**src/rtl/branch_resolve_unit.sv**
```systemverilog
// branch_resolve_unit: pipelined RV32/RV64 branch/jump resolver with ROB-tag passthrough
//   Optional JAL/JALR support is compiled in when the macro BRU_JUMP_EN is defined.
//   clk, rst               clock, synchronous active-high reset
//   flush_i                kills every in-flight op; blocks acceptance that cycle
//   in_valid_i/in_ready_o  request handshake; in_instr_i, in_pc_i, in_rs1_i, in_rs2_i,
//                          in_pred_taken_i, in_pred_target_i, in_tag_i form the payload
//   out_valid_o/out_ready_i result handshake; out_tag_o, out_taken_o, out_redirect_pc_o,
//                          out_link_o, out_mispredict_o, out_misaligned_o, out_illegal_o
module branch_resolve_unit #(
    parameter int XLEN    = 32,
    parameter int LATENCY = 2,
    parameter int TAG_W   = 4
) (
    input  logic             clk,
    input  logic             rst,
    input  logic             flush_i,
    input  logic             in_valid_i,
    output logic             in_ready_o,
    input  logic [31:0]      in_instr_i,
    input  logic [XLEN-1:0]  in_pc_i,
    input  logic [XLEN-1:0]  in_rs1_i,
    input  logic [XLEN-1:0]  in_rs2_i,
    input  logic             in_pred_taken_i,
    input  logic [XLEN-1:0]  in_pred_target_i,
    input  logic [TAG_W-1:0] in_tag_i,
    output logic             out_valid_o,
    input  logic             out_ready_i,
    output logic [TAG_W-1:0] out_tag_o,
    output logic             out_taken_o,
    output logic [XLEN-1:0]  out_redirect_pc_o,
    output logic [XLEN-1:0]  out_link_o,
    output logic             out_mispredict_o,
    output logic             out_misaligned_o,
    output logic             out_illegal_o
);
    typedef struct packed {
        logic [TAG_W-1:0] tag;
        logic [XLEN-1:0]  pc, base, imm, pred_target;
        logic             taken, illegal, jalr, pred_taken;
    } dec_t;
    typedef struct packed {
        logic [TAG_W-1:0] tag;
        logic             taken;
        logic [XLEN-1:0]  redirect, link;
        logic             mispredict, misaligned, illegal;
    } res_t;
    logic [6:0]      opcode;
    logic [2:0]      funct3;
    logic            cmp;
    dec_t            dec, s2_in;
    res_t            res, out_q;
    logic [XLEN-1:0] target;
    logic            adv, up_v, out_v_q;
    assign opcode = in_instr_i[6:0];
    assign funct3 = in_instr_i[14:12];
    // funct3[2:1] picks EQ / signed LT / unsigned LT; funct3[0] inverts the sense
    assign cmp = funct3[2] ? (funct3[1] ? (in_rs1_i < in_rs2_i) : ($signed(in_rs1_i) < $signed(in_rs2_i)))
                           : (in_rs1_i == in_rs2_i);
`ifndef BRU_JUMP_EN
    logic unused_bits;
    assign unused_bits = ^in_instr_i[24:15];
`endif
    always_comb begin
        dec             = '0;
        dec.tag         = in_tag_i;
        dec.pc          = in_pc_i;
        dec.base        = in_pc_i;
        dec.pred_taken  = in_pred_taken_i;
        dec.pred_target = in_pred_target_i;
        dec.imm         = {{(XLEN-13){in_instr_i[31]}}, in_instr_i[31], in_instr_i[7],
                           in_instr_i[30:25], in_instr_i[11:8], 1'b0};
        dec.illegal     = 1'b1;
        if (opcode == 7'b1100011 && funct3[2:1] != 2'b01) begin
            dec.illegal = 1'b0;
            dec.taken   = cmp ^ funct3[0];
        end
`ifdef BRU_JUMP_EN
        if (opcode == 7'b1101111) begin
            dec.illegal = 1'b0;
            dec.taken   = 1'b1;
            dec.imm     = {{(XLEN-21){in_instr_i[31]}}, in_instr_i[31], in_instr_i[19:12],
                           in_instr_i[20], in_instr_i[30:21], 1'b0};
        end
        if (opcode == 7'b1100111 && funct3 == 3'b000) begin
            dec.illegal = 1'b0;
            dec.taken   = 1'b1;
            dec.jalr    = 1'b1;
            dec.base    = in_rs1_i;
            dec.imm     = {{(XLEN-12){in_instr_i[31]}}, in_instr_i[31:20]};
        end
`endif
    end
    // JALR clears bit 0 of the sum; branches and JAL keep it
    assign target = (s2_in.base + s2_in.imm) & ~XLEN'(s2_in.jalr);
    always_comb begin
        res            = '0;
        res.tag        = s2_in.tag;
        res.taken      = s2_in.taken;
        res.illegal    = s2_in.illegal;
        res.link       = s2_in.pc + XLEN'(4);
        res.redirect   = s2_in.taken ? target : res.link;
        res.mispredict = (s2_in.taken != s2_in.pred_taken) | (s2_in.taken & (target != s2_in.pred_target));
        res.misaligned = s2_in.taken & (target[1:0] != 2'b00);
    end
    assign adv = !out_v_q | out_ready_i;
    generate
        if (LATENCY == 1) begin : g_l1
            assign in_ready_o = adv & !flush_i;
            assign up_v       = in_valid_i;
            assign s2_in      = dec;
        end else begin : g_l2
            dec_t s1_q;
            logic s1_v_q;
            assign in_ready_o = (!s1_v_q | adv) & !flush_i;
            assign up_v       = s1_v_q;
            assign s2_in      = s1_q;
            always_ff @(posedge clk) begin
                if (rst) begin
                    s1_v_q <= 1'b0;
                    s1_q   <= '0;
                end else if (flush_i) begin
                    s1_v_q <= 1'b0;
                end else if (in_ready_o) begin
                    s1_v_q <= in_valid_i;
                    s1_q   <= dec;
                end
            end
        end
    endgenerate
    // Result data only changes when a new op moves in, so a stalled result holds
    always_ff @(posedge clk) begin
        if (rst) begin
            out_v_q <= 1'b0;
            out_q   <= '0;
        end else if (flush_i) begin
            out_v_q <= 1'b0;
        end else if (adv) begin
            out_v_q <= up_v;
            if (up_v) out_q <= res;
        end
    end
    assign out_valid_o       = out_v_q;
    assign out_tag_o         = out_q.tag;
    assign out_taken_o       = out_q.taken;
    assign out_redirect_pc_o = out_q.redirect;
    assign out_link_o        = out_q.link;
    assign out_mispredict_o  = out_q.mispredict;
    assign out_misaligned_o  = out_q.misaligned;
    assign out_illegal_o     = out_q.illegal;
endmodule

```
**config.mk**
```make
export PLATFORM = sky130hd
export DESIGN_NAME = branch_resolve_unit
export DESIGN_NICKNAME = d
export VERILOG_FILES = /design/src/rtl/branch_resolve_unit.sv
export SDC_FILE = /design/constraint.sdc
export NUM_CORES = 1
export LEC_CHECK = 0
export ABC_AREA = 1
export BUFFER_PORTS_ARGS = -buffer_cell sky130_fd_sc_hd__buf_2
export CAP_MARGIN = 20
export CELL_PAD_IN_SITES_DETAIL_PLACEMENT = 1
export CELL_PAD_IN_SITES_GLOBAL_PLACEMENT = 2
export CORE_ASPECT_RATIO = 0.6
export CORE_MARGIN = 3
export CORE_UTILIZATION = 31
export DETAILED_ROUTE_END_ITERATION = 8
export PLACE_DENSITY_LB_ADDON = 0.12
export RECOVER_POWER = 25
export SETUP_SLACK_MARGIN = 0.1
export SYNTH_ARGS = -nofsm -noshare
export SYNTH_HDL_FRONTEND = slang
export SYNTH_SLANG_ARGS = --single-unit
```
**constraint.sdc**
```tcl
create_clock -name clk -period 5.25 [get_ports clk]
set_clock_uncertainty 0.2 [all_clocks]
set_input_delay 0.7875 -clock clk [delete_from_list [all_inputs] [get_ports clk]]
set_output_delay 0.7875 -clock clk [all_outputs]
set_load 0.02 [all_outputs]
```
---- Word-level counts from Yosys, hierarchy flattened ----
Index checks and enable logic that the tools add are counted.
storage, ports and cells
  register bits ........................... 157
  output and inout port bits .............. 74
  logic and storage cells ................. 45
cells by class
  $add $sub $neg .......................... 2
  order comparisons ....................... 2
  equal/unequal tests ..................... 5
  mux-type cells .......................... 4
  bitwise gates (word level) .............. 8
  reduce and logical (&&, ||, !) cells .... 8
operators by type and width
  kind                   number
  $lt 32x32->1           2
  $add 32x3->32 const B  1
  $add 32x32->32         1
  $eq 32x32->1           1
  $mux 32                1
  $ne 32x32->1           1
  $eq 7x7->1 const B     1
  $and 1x1->1            3
  $logic_not 1->1        3
  $or 1x1->1             3
  $reduce_and 3->1       1
  $mux 1                 2
  $mux 2                 1
  $ne 2x1->1 const B     1
  $reduce_and 2->1       1
  $reduce_bool 2->1      1
  $reduce_or 2->1        1
  $logic_and 1x1->1      1
  $ne 1x1->1             1
  $not 1->1              1
  $xor 1x1->1            1

---- Longest topological paths before layout ----
Gate-level depths: netlist of the first run.
  word-level depth ........................ 5
  gate-level depth with buffers ........... 20

---- Worst setup path after synthesis of the first run ----
No wires, ideal clock.
  path kind ............................... input to register
  from .................................... in in_rs2_i[1]
  to ...................................... reg g_l2.s1_q[3] (netlist bit)
  arrival time ............................ 2.420 ns
  required time ........................... 4.912 ns
  setup slack ............................. 2.492 ns
  cell stages on the path ................. 14
  path through ............................ inv_1 -> ha_1 -> inv_1 -> nor2_1 -> o21ai_0 -> a21oi_1 -> or2_2 -> a21boi_0 -> nand3_1 -> nand3_1 -> nand2_1 -> or2_2 -> nand3_1 -> a21oi_1
on the way
  word-level cells in the longest chain between the ends .. 5
  elaborated cells on any way between the ends .. 7
  those cells by class .................... order compare (2); eq/ne (1); mux (3); bitwise (1)
ends and longest elaborated chain
  item                  RTL line  RTL
  start, declared       22        input logic [XLEN-1:0] in_rs2_i,
  $lt 32x32->1          57        assign cmp = funct3[2] ? (funct3[1] ? (in_rs1_i < in_rs2_i) : ($signed(in_rs1_i) < $signed(in_rs2_i)))
  $mux 1                57
  $mux 1 (*)            57
  $xor 1x1->1 (*)       75        dec.taken = cmp ^ funct3[0];
  $mux 2 (*)            73        if (opcode == 7'b1100011 && funct3[2:1] != 2'b01) begin
  end signal, assigned  120       s1_q <= '0;
  end signal, assigned  125       s1_q <= dec;
  end, declared         112       dec_t s1_q;
Mark *: on every way between the ends. The rest lies on a longest branch, timed or not.
A chain may end at the register's enable or synchronous reset.

---- Worst setup path after layout of the first run ----
  from .................................... in flush_i
  to ...................................... reg out_q, in the netlist out_redirect_pc_o[22]
on the way
  word-level cells in the longest chain between the ends .. 2
ends and longest elaborated chain
  item                               RTL line  RTL
  start, declared                    16        input logic flush_i,
  $not 1->1 (no source line)         --
  $reduce_and 3->1 (no source line)  --
  end signal, assigned               139       if (up_v) out_q <= res;
  end, declared                      51        res_t res, out_q;
No other way between the ends.

==> reports/results.tsv, run 1 <==
metric	value	unit
hold_buffers	0	
wl_met3	2572	um
dp.cells	2241	
netlist_instances	1635	
dieArea	35130	um2
area_delta_synth_final	20.75	%
cp-start-kind	input pin	
wl	42740	um
synth_most_common_cell	nand2_1	
final_cell_area	12300	um2
worstPathArrival	3980	ps
hold_violations	0	
end_kind	flip-flop	
finalCriticalPeriod	3860	ps
hold_slack	263.0	ps
ant_nets	0	
grt_antenna_before_repair	3	
ys_seq_area_share	30.67	%
vias_per_cell	4.906	
synth_edf_count	0	
post_cts_buffers	0	
grt_remaining_overflow	0	
powerDensity	276.7	nW/um2
synthTopCellsByCount	444 x nand2_1, 269 x inv_1, 194 x nor2_1	
grt_pass1_vias	10880	
coreArea	31780	um2
synth-main-ff-cell	dfxtp_1	
cts_tree	built	
status	complete, but fails checks	
hpwl	34790	um
ys_types	45	
crit_required	5370	ps
leakage	6.441	nW
path_clk_slew	70	ps
rsz0062_at_grt	no	
stdcell_count	2276	
numCtsBuffers	17	
crit_path_start	flush_i	
setup_tns	0	ps
postCtsResizedCells	0	
grt_pass1_wl	64760	um
io_buffers	233	
drv_slew	53	
relSlewSlack	-66.45	%
worstSetupPathType	in2reg	
clock_latency	450	ps
synth_area_leaders	dfxtp_1 31%, nand2_1 16%, inv_1 9.9%, ha_1 7.7%, nor2_1 7.2%	
regToRegSetupSlack	1430	ps
synth_top_area_share	30.67	%
yosysTopAreaCell	dfxtp_1	
pin_count	244	
cts.root.buffer_cell	clkbuf_16	
grt_usage	24.40	%
start_util	32.04	%
timing.fmax	0.2590	GHz
peakVddDrop	0.2502	mV
rows	50	
hp-start	out_link_o[1]	
dr_total_vias	11170	
synthArstFlopShare	0	%
drc	0	
drive_gt1_share	13.03	%
clk_path_buf_depth	2	
post-route-period-util	73.53	%
die_h	146.4	um
cts_sinks	156	
min_path_type	reg2reg	
drt_iter0_markers	664	
nNetsFinal	2078	
worstMarginPinSlew	2497	ps
top_layer_used	met4	
violations	max-capacitance violations, max-slew violations	
worstPathMaxFanout	52	
die_w	240.0	um
gp_congestion	0.8902	
wl_met2	16090	um
grt_max_degree	75	
drt-met1-wl	23720	um
ys_warn_count	0	
syn_nets	1869	
netlist_area	10180	um2
setup_viol	0	
wl_per_cell	18.78	um
maxCapViolCount	1	
htree_levels	4	
synth-seq-cells	156	
dr.pass1.iters	5	
place_area	11760	um2
rr_startpoint	g_l2.s1_v_q	
avgSynthCellArea	6.228	um2
[registers in the layout (all words and copies together), names as in the netlist]
| register | cells |
|---|---|
| out_tag_o | 4 |
| g_l2.s1_v_q | 1 |
| out_taken_o | 1 |
| out_valid_o | 1 |
| out_mispredict_o | 1 |
| g_l2.s1_q | 83 |
| out_link_o | 31 |
| out_redirect_pc_o | 32 |
| out_misaligned_o | 1 |
| out_illegal_o | 1 |
[metrics by stage]
step / power, W / util (%) / worst slack [ps]
after floorplan: 0.001787 / - / 2492
after global placement: 0.002062 / 36.99 / 1701
after CTS: 0.003433 / 38.93 / 1743
final: 0.003402 / 38.69 / 1390
after global routing: 0.003588 / 38.68 / 1024
after detailed placement: 0.002084 / 36.99 / 1640
[worst max-delay path: stages]
cell and delay [ps]:
buf_2 110, nor3_1 300, clkbuf_1 1820, nand3_1 640, nand3_1 210, o21ai_0 100
[per-layer routing]
metal  track usage [%]  vias to the layer above
li1                  -                     5583
met1             40.02                     5313
met2             31.91                      245
met3             5.305                       24
met4             3.872                        0
met5                 0                        -
[placed cells by master (no fill, tap or decap), drive strengths merged, types with 2 or more instances in the layout]
master,synthesis,layout
diode,0,3
xnor3,2,2
xor2,18,18
or2,8,8
nor2,200,200
dfxtp,156,156
bufinv,0,2
ha,63,63
a22oi,2,2
o22ai,2,2
nor3,15,15
clkbuf,44,74
o211ai,15,15
nor4,3,3
o21ai,131,131
xnor2,8,8
nand3,111,111
clkinv,0,5
nand2,444,444
a31oi,9,9
a21oi,93,93
nand4,15,15
inv,271,277
buf,7,185
o21bai,2,2
nand3b,7,7
[area by class of cell]
type,instances,area (um2)
clock buffers,18,439.2
repair buffers,241,1166
fillers,4308,19480
well taps,416,520.5
multi-input cells,1157,5843
diodes,3,7.507
inverters,271,1018
clock inverters,14,177.7
flip-flops and latches,156,3123
[final timing paths]
path,end,cells past startpoint
worst max register to register,out_redirect_pc_o[22],6
worst min register to register,out_link_o[1],2
worst min-delay path,out_link_o[1],2
worst max-delay path,out_redirect_pc_o[22],6
[kinds of logic after synthesis]
family / Yosys count / share of synthesized area, %
AND/OR/NAND/NOR: 805 / 33.17
buffers and inverters: 322 / 11.97
AO/OA/AOI/OAI: 260 / 13.58
flip-flops: 156 / 30.67
adder cells (fa/ha/maj): 64 / 7.938
XOR/XNOR: 28 / 2.679
[power breakdown]
part | switching (W) | total, W | internal, W | leakage, nW
Combinational | 0.000491 | 0.000744 | 0.000253 | 4.86
Clock | 0.000607 | 0.00134 | 0.000736 | 0.302
Sequential | 0.0000652 | 0.00132 | 0.00125 | 1.28
Total | 0.00116 | 0.00340 | 0.00224 | 6.44
No activity file was read; power rests on OpenSTA's default activity.
==> run 2: changes to the inputs <==
Settings changed: CORE_UTILIZATION 31 to 28.
Clock period 5.25 ns to 3.9 ns, I/O delays scaled along.
==> run 2 against run 1 <==
Compared with the run above: die area up 10%; largest cell class unchanged; the flow now finishes without violations; critical path type is now reg2reg; highest routed layer unchanged; sequential power up 34%; count of clock-buffer cells in the layout up 1; utilization down 3.6 points; global-route usage down 2.0 points; register-to-register slack worse by 1000 ps; critical path depth up 11; cell count up 2.5%; routed wire length up 1.6%.
==> reports/results.tsv, run 2 (same netlist as run 1, synthesis figures left out) <==
metric	value	unit	change
min_path_type	in2reg		
worstHoldEndpoint	g_l2.s1_v_q		
fill_cells	4709		+9.3%
worst_slack	423.3	ps	-966.2 ps
grt_antenna_before_repair	0		-3
peakVddDrop	0.3010	mV	+20%
grt_max_degree	60		-20%
wl_met2	16480	um	+2.4%
die_w	252.2	um	+5.1%
worstPathArrival	3590	ps	-390 ps
setup_tns	0	ps	unchanged
wl	43440	um	+1.6%
grt_usage	22.42	%	-2.0 points
htree_levels	4		unchanged
rsz0062_at_grt	no		
clk_path_buf_depth	2		unchanged
drive_gt1_share	13.40	%	+0.37 points
pin_count	244		unchanged
diodes	0		-3
area_delta_synth_final	22.02	%	
final_common_cell	nand2_1		
drv_slew	0		-100%
timing.rr.end	out_mispredict_o		
post_cts_buffers	0		unchanged
coreArea	35410	um2	+11%
dieArea	38770	um2	+10%
grt_pass1_wl	65920	um	+1.8%
rr_worst_depth	17		+11
drt-met1-wl	24480	um	+3.2%
dr.pass1.iters	5		unchanged
hold_buffers	0		unchanged
setup_viol	0		unchanged
grt_pass1_vias	11140		+2.4%
maxCapViolCount	0		-1
cts_tree	built		
crit_required	4020	ps	-1350 ps
start_util	28.75	%	-3.3 points
timing.fmax	0.2876	GHz	
grt_remaining_overflow	0		unchanged
largest_reg_flops	83		unchanged
relSlewSlack	25.94	%	+92 points
wl_per_cell	18.63	um	-0.81%
wl_met3	2178	um	-15%
regToRegSetupSlack	420	ps	-1010 ps
nNetsFinal	2086		+0.38%
powerDensity	366.0	nW/um2	+32%
drc	0		unchanged
dr_total_vias	11090		-0.70%
gp_congestion	0.8988		+0.97%
drt_iter0_markers	595		-10%
cts_sinks	156		unchanged
final_cell_mix	443 x nand2_1, 267 x inv_1, 194 x nor2_1		
rr_startpoint	g_l2.s1_q[73]		
cts.root.buffer_cell	clkbuf_16		
io_buffers	233		unchanged
hold_violations	0		unchanged
rows	53		+6.0%
hp-start	in_valid_i		
cp-start-kind	flip-flop		
stdcell_count	2332		+2.5%
holdPathStages	3		+1
vias_per_cell	4.754		-3.1%
clock_latency	460	ps	about the same
worstPathMaxFanout	6		-88%
worstSetupPathType	reg2reg		
top_layer_used	met4		
postCtsResizedCells	0		unchanged
dp.cells	2300		+2.6%
status	completed		
end_kind	flip-flop		
dp_slack	462.3	ps	-1177 ps
worstMarginPinSlew	1083	ps	-1414 ps
die_h	153.7	um	+5.0%
numCtsBuffers	17		unchanged
finalCriticalPeriod	3477	ps	
ant_nets	0		unchanged
path_clk_slew	80	ps	about the same
hpwl	35750	um	+2.8%
post-route-period-util	89.15	%	
leakage	6.471	nW	+0.46%
fin_util	35.09	%	-3.6 points
top_register	g_l2.s1_q		
## run 2: cell types whose count changed in the layout (fill, tap and decap cells not counted), sizes merged
cell      delta
diode        -3
bufinv       -1
clkbuf       +1
clkinvlp     +2
buf          +8
clkinv       -2
## run 2: critical path: stages (launching register included)
cell	delay [ps]
dfxtp_1	590
ha_1	380
nand2_1	150
nor2_1	80
nand2_1	150
nand3_1	220
nand2_1	140
nand2_1	170
nand2_1	150
nand2_1	80
nand2_1	90
nand3_1	80
nand2_1	80
nand2_1	100
nor2_1	180
nand4_1	290
nand2_1	150
a21oi_1	70
## run 2: report_power, final
group / switching (W) / internal, W / total, W
clock: 0.000821 / 0.000925 / 0.00175
sequential: 0.0000903 / 0.00168 / 0.00177
combinational: 0.000674 / 0.000353 / 0.00103
## run 2: worst max path at each step
stage / startpoint / to / depth (start not counted)
5_1_grt: g_l2.s1_q[48] / out_mispredict_o / 16
3_5_place_dp: g_l2.s1_q[48] / out_mispredict_o / 16
4_1_cts: g_l2.s1_q[48] / out_mispredict_o / 16
2_1_floorplan: g_l2.s1_q[48] / out_mispredict_o / 15
3_3_place_gp: g_l2.s1_q[73] / out_mispredict_o / 17
6_report: g_l2.s1_q[73] / out_mispredict_o / 17
## run 2: layout make-up
cell class / count / area [um2] / share of cell area, %
repair buffers: 249 / 1254 / 10.09
clock buffers: 19 / 442.9 / 3.565
clock inverters: 13 / 147.6 / 1.188
flip-flops and latches: 156 / 3123 / 25.14
multi-input cells: 1157 / 5854 / 47.12
inverters: 271 / 1018 / 8.197
well taps: 467 / 584.3 / 4.703
## run 2: routing by layer
metal | vias up | track usage, %
met5 | - | 0
met4 | 0 | 3.209
met3 | 17 | 5.123
met2 | 175 | 30.48
met1 | 5297 | 35.76
li1 | 5598 | -
## run 2: per-stage QoR
step	hold slack (ps)	area [um2]	power, W
after floorplan	231.0	10180	0.002405
after global routing	175.5	12420	0.004812
final	142.9	12420	0.004547
after CTS	127.4	12490	0.004605
after global placement	251.5	11900	0.002808
after detailed placement	256.4	11900	0.002836
